==> src/rtl/modn_updown_counter_if.sv <==
// Control/status bundle for modn_updown_counter.
// The err signal exists only when MODN_COUNTER_ERR_DETECT_EN is defined.
interface modn_updown_counter_if #(
   parameter int WIDTH = 3
);
   logic             en;
   logic             clr;
   logic             load;
   logic [WIDTH-1:0] load_val;
   logic             up_dn;
   logic [WIDTH-1:0] q;
   logic             tc;
   logic             wrap;
`ifdef MODN_COUNTER_ERR_DETECT_EN
   logic             err;
`endif

   modport master (
      output en, clr, load, load_val, up_dn,
`ifdef MODN_COUNTER_ERR_DETECT_EN
      input  q, tc, wrap, err
`else
      input  q, tc, wrap
`endif
   );

   modport slave (
      input  en, clr, load, load_val, up_dn,
`ifdef MODN_COUNTER_ERR_DETECT_EN
      output q, tc, wrap, err
`else
      output q, tc, wrap
`endif
   );
endinterface

==> src/rtl/modn_updown_counter.sv <==
// Parametrised modulo-N up/down counter with load, clear, enable and optional saturation.
// Optional sticky range-error flag via MODN_COUNTER_ERR_DETECT_EN.
module modn_updown_counter #(
   parameter int MODULUS     = 5,
   parameter int WIDTH       = 3,
   parameter int RESET_VALUE = 0,
   parameter bit SATURATE    = 1'b0
) (
   input  logic                  clk,
   input  logic                  reset_n,
   modn_updown_counter_if.slave  bus
);
   // MODULUS may equal 2**WIDTH, so only MODULUS-1 is ever held at WIDTH bits.
   localparam logic [WIDTH-1:0] MAX_VAL = WIDTH'(MODULUS - 1);
   localparam logic [WIDTH-1:0] RST_VAL = WIDTH'(RESET_VALUE);
   localparam logic [WIDTH-1:0] ZERO    = '0;
   localparam logic [WIDTH-1:0] ONE     = WIDTH'(1);

   generate
      if (MODULUS < 2 || MODULUS > (2 ** WIDTH)) begin : g_bad_modulus
         $error("modn_updown_counter: MODULUS out of range for WIDTH");
      end
      if (RESET_VALUE < 0 || RESET_VALUE >= MODULUS) begin : g_bad_reset
         $error("modn_updown_counter: RESET_VALUE must be below MODULUS");
      end
      if ($bits(bus.q) != WIDTH) begin : g_bad_if_width
         $error("modn_updown_counter: interface WIDTH does not match");
      end
   endgenerate

   logic [WIDTH-1:0] q_r, q_nxt;
   logic             wrap_r, wrap_nxt;
   logic             q_legal, load_legal;
   logic             at_top, at_bot;

   assign q_legal    = (q_r <= MAX_VAL);
   assign load_legal = (bus.load_val <= MAX_VAL);
   assign at_top     = (q_r == MAX_VAL);
   assign at_bot     = (q_r == ZERO);

   always_comb begin
      q_nxt    = q_r;
      wrap_nxt = 1'b0;
      if (bus.clr) begin
         q_nxt = RST_VAL;
      end else if (bus.load) begin
         q_nxt = load_legal ? bus.load_val : ZERO;
      end else if (bus.en) begin
         if (!q_legal) begin
            q_nxt = ZERO;
         end else if (bus.up_dn) begin
            if (!at_top) begin
               q_nxt = q_r + ONE;
            end else if (!SATURATE) begin
               q_nxt    = ZERO;
               wrap_nxt = 1'b1;
            end
         end else begin
            if (!at_bot) begin
               q_nxt = q_r - ONE;
            end else if (!SATURATE) begin
               q_nxt    = MAX_VAL;
               wrap_nxt = 1'b1;
            end
         end
      end
   end

   always_ff @(posedge clk or negedge reset_n) begin
      if (!reset_n) begin
         q_r    <= RST_VAL;
         wrap_r <= 1'b0;
      end else begin
         q_r    <= q_nxt;
         wrap_r <= wrap_nxt;
      end
   end

   // tc ignores clr/load so a cascade chain settles from q and en alone.
   assign bus.tc   = bus.en & ((bus.up_dn & at_top) | (~bus.up_dn & at_bot));
   assign bus.q    = q_r;
   assign bus.wrap = wrap_r;

`ifdef MODN_COUNTER_ERR_DETECT_EN
   logic err_r;

   always_ff @(posedge clk or negedge reset_n) begin
      if (!reset_n) begin
         err_r <= 1'b0;
      end else if (bus.clr) begin
         err_r <= 1'b0;
      end else if ((bus.load && !load_legal) || !q_legal) begin
         err_r <= 1'b1;
      end
   end

   assign bus.err = err_r;
`endif
endmodule

==> src/flat_wrapper.sv <==
// flat-port wrapper written by rule: the top's interface ports become plain ports
module modn_updown_counter_flat 
#(
   parameter int MODULUS     = 5,
   parameter int WIDTH       = 3,
   parameter int RESET_VALUE = 0,
   parameter bit SATURATE    = 1'b0
)
  (clk, reset_n, bus_en, bus_clr, bus_load, bus_load_val, bus_up_dn, bus_q, bus_tc, bus_wrap);
  modn_updown_counter_if #(.WIDTH(WIDTH)) bus_i ();
  input  logic clk;
  input  logic reset_n;
  input wire logic [$bits(bus_i.en)-1:0] bus_en;
  input wire logic [$bits(bus_i.clr)-1:0] bus_clr;
  input wire logic [$bits(bus_i.load)-1:0] bus_load;
  input wire logic [$bits(bus_i.load_val)-1:0] bus_load_val;
  input wire logic [$bits(bus_i.up_dn)-1:0] bus_up_dn;
  output wire logic [$bits(bus_i.q)-1:0] bus_q;
  output wire logic [$bits(bus_i.tc)-1:0] bus_tc;
  output wire logic [$bits(bus_i.wrap)-1:0] bus_wrap;
  assign bus_i.en = bus_en;
  assign bus_i.clr = bus_clr;
  assign bus_i.load = bus_load;
  assign bus_i.load_val = bus_load_val;
  assign bus_i.up_dn = bus_up_dn;
  assign bus_q = bus_i.q;
  assign bus_tc = bus_i.tc;
  assign bus_wrap = bus_i.wrap;
  modn_updown_counter #(.MODULUS(MODULUS), .WIDTH(WIDTH), .RESET_VALUE(RESET_VALUE), .SATURATE(SATURATE)) u_core (.clk(clk), .reset_n(reset_n), .bus(bus_i));
endmodule
==> config.mk <==
export PLATFORM = sky130hd
export DESIGN_NAME = modn_updown_counter_flat
export DESIGN_NICKNAME = d
export VERILOG_FILES = /design/src/rtl/modn_updown_counter_if.sv /design/src/rtl/modn_updown_counter.sv /design/src/flat_wrapper.sv
export SDC_FILE = /design/constraint.sdc
export NUM_CORES = 1
export LEC_CHECK = 0
export BUFFER_PORTS_ARGS = -buffer_cell sky130_fd_sc_hd__buf_2
export CELL_PAD_IN_SITES_DETAIL_PLACEMENT = 0
export CELL_PAD_IN_SITES_GLOBAL_PLACEMENT = 1
export CORE_AREA = 8 8 45 47
export CTS_CLUSTER_SIZE = 24
export DETAILED_ROUTE_END_ITERATION = 7
export DIE_AREA = 0 0 53 55
export PLACE_DENSITY_LB_ADDON = 0.1
export SLEW_MARGIN = 15
export SYNTH_ARGS = -nofsm -noshare
export SYNTH_HDL_FRONTEND = slang
export SYNTH_SLANG_ARGS = --single-unit
==> constraint.sdc <==
create_clock -name clk -period 2 [get_ports clk]
set_input_delay 0.3 -clock clk [delete_from_list [all_inputs] [get_ports clk]]
set_output_delay 0.3 -clock clk [all_outputs]
set_load 0.01 [all_outputs]
# [Word-level counts from Yosys, hierarchy flattened]
# Cells that the tools add are included.
[word_totals] register_bits=4 inputBits=9 output_inout_bits=5 elab_cells=29
[classes] addsub=2 magnitude_cmp=2 eq_ne=1 muxes=15 bitwise_logic=5 n_reduce_logical=2
[ops] cell="2-to-1 mux 3 bit" count=8
[ops] cell="2-to-1 mux 1 bit" count=7
[ops] cell="<= comparator 3 bit, second input constant" count=2
[ops] cell="adder 3 x 1 -> 3 bit, second input constant" count=1
[ops] cell="bitwise AND 1 bit" count=3
[ops] cell="equality test 3 bit, second input constant" count=1
[ops] cell="zero test 3 bit" count=1
[ops] cell="nonzero test 3 bit" count=1
[ops] cell="subtractor 3 x 1 -> 3 bit, second input constant" count=1
[ops] cell="NOT 1 bit" count=1
[ops] cell="bitwise OR 1 bit" count=1

# [Depth between registers and ports, before layout]
# Gate-level depths: netlist (run 1).
[depth] ltp_word=7 mapped_depth=7

# [Least setup slack after synthesis (run 1)]
# Ideal clock, no wire load.
[synth_path] kind="flip-flop to flip-flop" start="register u_core.q_r[0] (netlist: u_core.bus.q[0])" end="register u_core.q_r[1] (netlist: u_core.bus.q[1])" setup_ps=101 arrival_time_ps=1618 required_ps=1899 setup_slack_ps=281 path_stages_with_launch=8 path_buffers=0 period_less_slack_ps=1719 cell_sequence="dfrtp_1 inv_1 ha_1 inv_1 ha_1 nand2b_1 or3_1 o32ai_1"
[synth_between] elab_chain_cells=7
[synth_rtl] element="from (decl)" line_no="modn_updown_counter.sv:31" text="logic [WIDTH-1:0] q_r, q_nxt;"
[synth_rtl] element="from (signal assigned)" line_no="modn_updown_counter.sv:74" text="q_r <= q_nxt;"
[synth_rtl] element="subtractor 3 x 1 -> 3 bit, or another cell as far along" line_no="modn_updown_counter.sv:60" text="q_nxt = q_r - ONE;"
[synth_rtl] element="2-to-1 mux 3 bit (on tied branches)" line_no="modn_updown_counter.sv:59, modn_updown_counter.sv:52"
[synth_rtl] element="2-to-1 mux 3 bit" line_no="modn_updown_counter.sv:51" text="end else if (bus.up_dn) begin"
[synth_rtl] element="2-to-1 mux 3 bit *" line_no="modn_updown_counter.sv:49" text="if (!q_legal) begin"
[synth_rtl] element="2-to-1 mux 3 bit *" line_no="modn_updown_counter.sv:48" text="end else if (bus.en) begin"
[synth_rtl] element="2-to-1 mux 3 bit *" line_no="modn_updown_counter.sv:46" text="end else if (bus.load) begin"
[synth_rtl] element="2-to-1 mux 3 bit *" line_no="modn_updown_counter.sv:44" text="if (bus.clr) begin"
# Mark *: on every way between the ends. The rest lies on a longest branch, timed or not. The select of a mux whose other input is x is not followed.
# A chain may end at the register's enable or synchronous reset.

# [Worst setup path after layout (run 1)]
[layout_path] start="register u_core.q_r[1] (netlist: u_core.bus.q[1])" end="register u_core.q_r[1] (netlist: u_core.bus.q[1])"
# The elaborated chain is that of the path after synthesis.

==> impl_metrics.ini, run 1 <==
[timing]
fin_crit_ps = 1800
holdWs_ps = 286
timing.slew.headroom_pct = 79.7
worst_slew_pin_slew_ps = 302
clock_skew_ps = 1.97
final.period_utilization_pct = 90.1
finalMaxSlewViolations = 0
fin_setup_tns_ps = 0
setup-violations-final = 0
rsz0062_at_grt = no
hold_violations = 0
max_freq_mhz = 555

[synthesis]
ys_ff_latch = 4
postSynthCellCount = 38
synth_warnings = 0
ys_seq_area_share_pct = 28.2
netlist-cell-type-count = 22
synth_ff_type = dfrtp_1
synth-async-reset-ratio_pct = 100
synth_edf_count = 0
syn_area_per_cell_um2 = 9.35
yosysTopAreaCell = dfrtp_1
synth.area.top_cells = dfrtp_1, ha_1, a221oi_2
yosysTopAreaCellShare_pct = 28.2
syn-cell-area_um2 = 355
synth_commonest_cells = dfrtp_1, ha_1, inv_1, nor2_1
syn-num-nets = 51

[place]
dpl_cell_area_um2 = 448
numPortBuffers = 13
gp_congestion = 0.808
hpwlAfterDp_um = 771

[detailed_routing]
dr_total_vias = 348
first_pass_iters = 4
wl_per_cell_um = 13.3
drc_errors = 0
postRouteAntennaNets = 0
via_per_inst = 4.83
first_iter_violations = 3
totalWireLength_um = 956

[floorplan]
num_io_pins = 14
num_rows = 14
die-area_um2 = 2920
coreArea_um2 = 1380
dieHeight_um = 55
start_util_pct = 25.7
die_w_um = 53

[setup_path]
worstPathArrival_ps = 1930
crit_fanout = 4
reg2reg_to = u_core.bus.q[1]
cp_num_cells = 7
r2r_start = u_core.bus.q[1]
crit_buf_inv = 2
endpoint_kind = register
crit_path_start = u_core.bus.q[1]
r2r_cells = 7
crit_chain = inv_1 -> ha_1 -> inv_1 -> ha_1 -> nand2b_1 -> or3_1 -> o32ai_1
path_class = reg2reg
crit_slowest_cell = dfrtp_1
cp-endpoint = u_core.bus.q[1]
max_stage_delay_ps = 390
worst_setup_path_start_kind = register
required_ps = 2130
reg2reg_slack_ps = 200
crit_family = simple AND/OR/NAND/NOR gates

[global_route]
grt_pass1_vias = 409
grt_max_degree = 9
grt_antenna_before_repair = 0
grt_pass1_wl_um = 1620
grt_usage_pct = 7.56
gr-total-overflow = 0

[status]
status = completed

[layout]
diodes = 0
drive_gt1_share_pct = 35.7
final_area_um2 = 480
fin_util_pct = 34.7
area_growth_pct = 35.2
fin_nets = 71

[cts]
numCtsBuffers = 3
cts.sinks = 4
clockRootBuffer = clkbuf_4
cts_tree = built
htreeDepth = 1
max-clock-path-buffers = 2
clkTransAtPathRegs_ps = 40
clock_latency_ps = 230

[pwr]
p_leak_nw = 0.243
power_density_nw_per_um2 = 567
finalPower_w = 0.000272
irDropWorstVdd_v = 0.000170

[worst_hold_path]
hp-class = in2reg

[flow_run]
max-cap-violations = 0
## metrics by stage
| step | setup slack [ps] | std cells |
|---|---|---|
| after floorplan | 281 | 38 |
| after global placement | 173 | 68 |
| after detailed placement | 193 | 68 |
| after CTS | 186 | 72 |
| after global routing | 48.0 | 72 |
| final | 199 | 72 |
## how the worst min path moves through the flow
| stage | from | end | slack, ps | cells after the start |
|---|---|---|---|---|
| after global routing | bus_clr | u_core.bus.q[2] | 290 | 2 |
| after detailed placement | reset_n | u_core.bus.q[2] | 110 | 1 |
| after global placement | reset_n | u_core.bus.q[2] | 100 | 1 |
| after CTS | bus_clr | u_core.bus.q[2] | 280 | 2 |
| final | bus_clr | u_core.bus.q[2] | 290 | 2 |
| after floorplan | reset_n | u_core.bus.q[0] | 4 | 0 |
## what timing repair did
| action | in CTS | in global routing |
|---|---|---|
| endpoints found under the hold margin | 4 | 0 |
| buffers inserted | 0 | 0 |
| hold buffers | 1 | 0 |
| resized for setup | 0 | 0 |
## cell families (layout without fill, tap and decap cells)
logic type	count (synthesis)	after routing	synth area share, %
compound gates	11	11	28.2
xor+xnor	1	1	2.47
fa+ha+maj	4	4	14.1
buf+inv	4	22	4.22
flops	4	4	28.2
mux	1	1	2.82
simple gates	13	13	20.1
## cell type report
class	count	area [um2]
Sequential cell	4	100
Timing Repair Buffer	15	82.6
Tap cell	16	20.0
Clock buffer	3	22.5
Inverter	4	15.0
Multi-Input combinational cell	30	240
Fill cell	153	903
## layout by cell type, fill, tap and decap left out, drive strengths merged
master,count
xnor2,1
nor2,4
clkbuf,3
a21boi,2
nand2,2
dlygate4sd3,1
ha,4
o31a,1
nor2b,1
nand2b,2
or3,2
a211oi,1
dfrtp,4
a21oi,2
o21bai,1
a211o,1
buf,14
a221oi,1
o32ai,1
a311oi,1
nand3b,1
inv,4
nor4bb,1
mux2i,1
## sequential cells by signal, indices dropped and copies added, names as in the netlist
name             count
u_core.bus.wrap      1
u_core.bus.q         3
## worst register-to-register path: stages, from the launching register on
cell      delay [ps]
dfrtp_1          390
inv_1            120
ha_1             200
inv_1             50
ha_1             160
nand2b_1         170
or3_1            340
o32ai_1          270
## metal layers
| metal | share of wire, % | vias up | wire length, um | track usage (%) |
|---|---|---|---|---|
| met5 | 0 | - | 0 | 0 |
| met4 | 1.5 | 0 | 14 | 6.90 |
| met3 | 9.2 | 2 | 88 | 3.21 |
| met2 | 45 | 13 | 428 | 10.7 |
| met1 | 44 | 157 | 424 | 8.41 |
| li1 | - | 176 | - | - |
## power by group
group / switching [W] / internal (W) / total [W]
Sequential: 0.00000560 / 0.0000862 / 0.0000918
Combinational: 0.0000440 / 0.0000382 / 0.0000822
Clock: 0.0000314 / 0.0000670 / 0.0000984
No activity file was read; power rests on OpenSTA's default activity.
==> inputs of run 2 (changes only) <==
==> constraint.sdc (replaced) <==
create_clock -name clk -period 2 [get_ports clk]
set_input_delay 0.4 -clock clk [delete_from_list [all_inputs] [get_ports clk]]
set_output_delay 0.4 -clock clk [all_outputs]
set_load 0.01 [all_outputs]
==> run 2 against run 1 <==
  * Sequential share of layout area shrank 0.32 points
  * Sequential power shrank 2.8%
  * Setup slack lost 28 ps
  * Sequential cell count is the same
  * First-iteration DRC count grew 33%
  * Via count grew 1.1%
  * Worst hold slack gained 110 ps
  * Clock-buffer cell count is the same
==> impl_metrics.ini, run 2 (synthesis results as in run 1) <==
[timing]
setup-violations-final = 0
finalMaxSlewViolations = 0
worst_slew_pin_slew_ps = 240
rsz0062_at_grt = no
fin_setup_tns_ps = 0
max_freq_mhz = 547
fin_crit_ps = 1830
final.period_utilization_pct = 91.5
timing.slew.headroom_pct = 83.9
hold_violations = 0
clock_skew_ps = 0.943

[status]
status = completed

[setup_path]
worstPathArrival_ps = 1960
r2r_cells = 7
r2r_start = u_core.bus.q[1]
crit_fanout = 4
crit_chain = inv_1 -> ha_1 -> inv_1 -> ha_1 -> nand2b_1 -> or3_1 -> o32ai_1
max_stage_delay_ps = 390
crit_slowest_cell = dfrtp_1
crit_family = simple AND/OR/NAND/NOR gates
worst_setup_path_start_kind = register
required_ps = 2130
reg2reg_to = u_core.bus.q[1]
path_class = reg2reg
endpoint_kind = register
crit_buf_inv = 2
reg2reg_slack_ps = 170

[layout]
fin_util_pct = 35.3
final_area_um2 = 488
most-common-layout-cells = buf_2, inv_1, nor2_1, ha_1, dfrtp_1
diodes = 0
drive_gt1_share_pct = 36.8
largest_reg_flops = 3
area_growth_pct = 37.3
fill_cells = 162
fin_nets = 72
final_common_cell = buf_2

[floorplan]
start_util_pct = 25.7
num_io_pins = 14
die-area_um2 = 2920
num_rows = 14
die_w_um = 53
dieHeight_um = 55
coreArea_um2 = 1380

[cts]
clockRootBuffer = clkbuf_4
numCtsBuffers = 3
clock_latency_ps = 230
cts_tree = built
cts.sinks = 4
post_cts_buffers = 0
htreeDepth = 1
clkTransAtPathRegs_ps = 40
ctsResizeCount = 0
max-clock-path-buffers = 2
hold_buffers = 1

[detailed_routing]
dr_total_vias = 352
totalWireLength_um = 949
drc_errors = 0
wl_per_cell_um = 13.0
postRouteAntennaNets = 0
first_iter_violations = 4
first_pass_iters = 2
wl_met1_um = 452
wl_met2_um = 431
routed.top_layer = met3
via_per_inst = 4.82
wl_met3_um = 65

[worst_hold_path]
whs_path_depth = 2
hp-class = in2reg
hp-start = bus_clr
holdPathEnd = u_core.bus.q[0]

[global_route]
grt_pass1_vias = 374
grt_usage_pct = 7.01
grt_antenna_before_repair = 0
grt_pass1_wl_um = 1520
grt_max_degree = 8
gr-total-overflow = 0

[pwr]
power_density_nw_per_um2 = 560
p_leak_nw = 0.248
irDropWorstVdd_v = 0.000172

[place]
gp_congestion = 0.753
dpl_cell_area_um2 = 455
numPortBuffers = 13

[flow_run]
max-cap-violations = 0
## run 2: changes by cell type in the layout (fill, tap and decap cells not counted), sizes merged
cell / delta
buf: +1
## run 2: routing by layer
layer,up-vias,track usage [%]
li1,176,-
met1,163,7.95
met2,13,10.7
met3,0,3.21
met4,0,3.88
met5,-,0
## run 2: where the power goes
part           leakage (nW)  total [W]  internal, W  switching (W)
registers            0.0536  0.0000892    0.0000862     0.00000296
logic                 0.181  0.0000865    0.0000400      0.0000465
clock network        0.0138  0.0000974    0.0000669      0.0000304
## run 2: layout make-up
| class | count | area [um2] | share of cell area, % |
|---|---|---|---|
| Tap cell | 16 | 20.0 | 4.10 |
| Sequential cell | 4 | 100 | 20.5 |
| Inverter | 4 | 15.0 | 3.08 |
| Timing Repair Buffer | 16 | 90.1 | 18.5 |
| Multi-Input combinational cell | 30 | 240 | 49.2 |
| Clock buffer | 3 | 22.5 | 4.62 |
## run 2: per-stage QoR
stage	hold WS, ps	instances	power [W]	setup WS (ps)
2_1_floorplan	104	38	0.000139	281
3_3_place_gp	202	69	0.000175	174
3_5_place_dp	207	69	0.000176	172
4_1_cts	390	73	0.000278	160
5_1_grt	397	73	0.000291	109
6_report	396	73	0.000273	171
## run 2: worst max path at each step
stage,from,endpoint,slack [ps],cells past startpoint
floorplan,u_core.bus.q[0],u_core.bus.q[1],280,7
global placement,u_core.bus.q[1],u_core.bus.q[1],170,7
detailed placement,u_core.bus.q[1],u_core.bus.q[1],170,7
CTS,u_core.bus.q[1],u_core.bus.q[1],160,7
global route,u_core.bus.q[1],u_core.bus.q[1],110,7
finish,u_core.bus.q[1],u_core.bus.q[1],170,7
==> inputs of run 3 (changes only) <==
BUFFER_PORTS_ARGS = default   (was -buffer_cell sky130_fd_sc_hd__buf_2)
DONT_BUFFER_PORTS = 1   (was default)
==> run 3 against run 2 <==
  * Register-to-register slack worse by 50 ps
  * Clock skew is 0.87 ps lower
  * Total power is 6.6% lower
  * Sequential cell count stayed put
  * Critical path depth stayed put
  * Via count is 14% lower
  * Die area stayed put
  * Non-clock buffer count is 13 lower
  * Setup slack worse by 46 ps
  * Core utilization is 4.7 points lower
  * Design area is 13% lower
  * Critical path type unchanged
  * Critical endpoint is now u_core.bus.q[2]
  * Largest power group unchanged
==> impl_metrics.ini, run 3 (synthesis results as in run 1) <==
[detailed_routing]
postRouteAntennaNets = 0
totalWireLength_um = 965
drc_errors = 0
first_iter_violations = 7
wl_per_cell_um = 16.1
first_pass_iters = 4
via_per_inst = 5.03
dr_total_vias = 302

[worst_hold_path]
hp-start = bus_clr
hp-class = in2reg

[cts]
cts_tree = built
max-clock-path-buffers = 2
htreeDepth = 1
numCtsBuffers = 3
cts.sinks = 4
post_cts_buffers = 0
clockRootBuffer = clkbuf_4
clkTransAtPathRegs_ps = 40
clock_latency_ps = 230

[timing]
fin_ws_ps = 125
max_freq_mhz = 533
fin_setup_tns_ps = 0
setup-violations-final = 0
hold_violations = 0
clock_skew_ps = 0.0695
final.period_utilization_pct = 93.8
timing.slew.headroom_pct = 81.1
rsz0062_at_grt = no
fin_crit_ps = 1880
finalMaxSlewViolations = 0
holdWs_ps = 229
worst_slew_pin_slew_ps = 279

[global_route]
gr-total-overflow = 0
grt_antenna_before_repair = 0
grt_pass1_vias = 327
grt_pass1_wl_um = 1510
grt_usage_pct = 6.95
grt_max_degree = 8

[setup_path]
cpMostUsedCell = ha_1
crit_path_start = u_core.bus.q[1]
max_stage_delay_ps = 440
path_class = reg2reg
endpoint_kind = register
r2r_start = u_core.bus.q[1]
crit_slowest_cell = dfrtp_1
worst_setup_path_start_kind = register
worstPathArrival_ps = 2010
crit_chain = inv_2 -> ha_1 -> inv_1 -> ha_1 -> nand2b_1 -> or3_1 -> a311oi_2
required_ps = 2130
crit_fanout = 4

[pwr]
p_leak_nw = 0.191
finalPower_w = 0.000255
irDropWorstVdd_v = 0.000153
power_density_nw_per_um2 = 603

[layout]
area_growth_pct = 19.0
fill_cells = 155
fin_nets = 59
largest_reg_flops = 3
drive_gt1_share_pct = 20.5
most-common-layout-cells = nor2_1, ha_1, dfrtp_1
diodes = 0

[floorplan]
die_w_um = 53
dieHeight_um = 55
start_util_pct = 25.7
num_io_pins = 14
coreArea_um2 = 1380
num_rows = 14
die-area_um2 = 2920

[status]
status = completed

[place]
numPortBuffers = 0
hpwlAfterDp_um = 774
gp_congestion = 0.774
place_worst_setup_slack_ps = 111

[flow_run]
max-cap-violations = 0
run 3: layer usage:
layer	vias to the layer above	global-route usage, %	part of all wire (%)
met2	13	10.2	43
met1	137	8.09	44
met4	0	3.88	0
met5	-	0	0
li1	152	-	-
met3	0	3.48	14
run 3: worst max-delay path: cells and delay by family (launching register included):
kind / cells / cell delay (ps)
AO/OA/AOI/OAI: 1 / 250
buffers and inverters: 2 / 170
AND/OR/NAND/NOR: 2 / 580
flip-flops: 1 / 440
adder cells (fa/ha/maj): 2 / 350
run 3: stage by stage:
| stage | instances | area (um2) | utilization [%] |
|---|---|---|---|
| global placement | 56 | 390 | 28.2 |
| finish | 60 | 423 | 30.6 |
| floorplan | 38 | 355 | - |
| detailed placement | 56 | 390 | 28.2 |
| CTS | 60 | 423 | 30.6 |
| global route | 60 | 423 | 30.6 |
run 3: cell type report:
type | count | area [um2] | share of cell area, %
Timing Repair Buffer | 3 | 25.0 | 5.92
Sequential cell | 4 | 100 | 23.7
Tap cell | 16 | 20.0 | 4.73
Inverter | 4 | 15.0 | 3.55
Multi-Input combinational cell | 30 | 240 | 56.8
Clock buffer | 3 | 22.5 | 5.33
run 3: final timing paths:
path,endpoint,slack [ps],cells after the start
min,u_core.bus.q[2],230,1
min in group asynchronous,u_core.bus.q[0],440,1
max,u_core.bus.q[2],120,7
min reg2reg,u_core.bus.q[0],720,3
max in group asynchronous,u_core.bus.q[1],1400,1
max reg2reg,u_core.bus.q[2],120,7
run 3: power breakdown:
group	switching [W]	internal, W
clock	0.0000297	0.0000669
sequential	0.00000691	0.0000862
combinational	0.0000347	0.0000306
run 3: repair_timing:
item / in CTS / in global routing
endpoints found under the hold margin: 4 / 0
hold buffers: 1 / 0
gates resized for setup: 0 / 1
setup endpoints to repair: 0 / 2
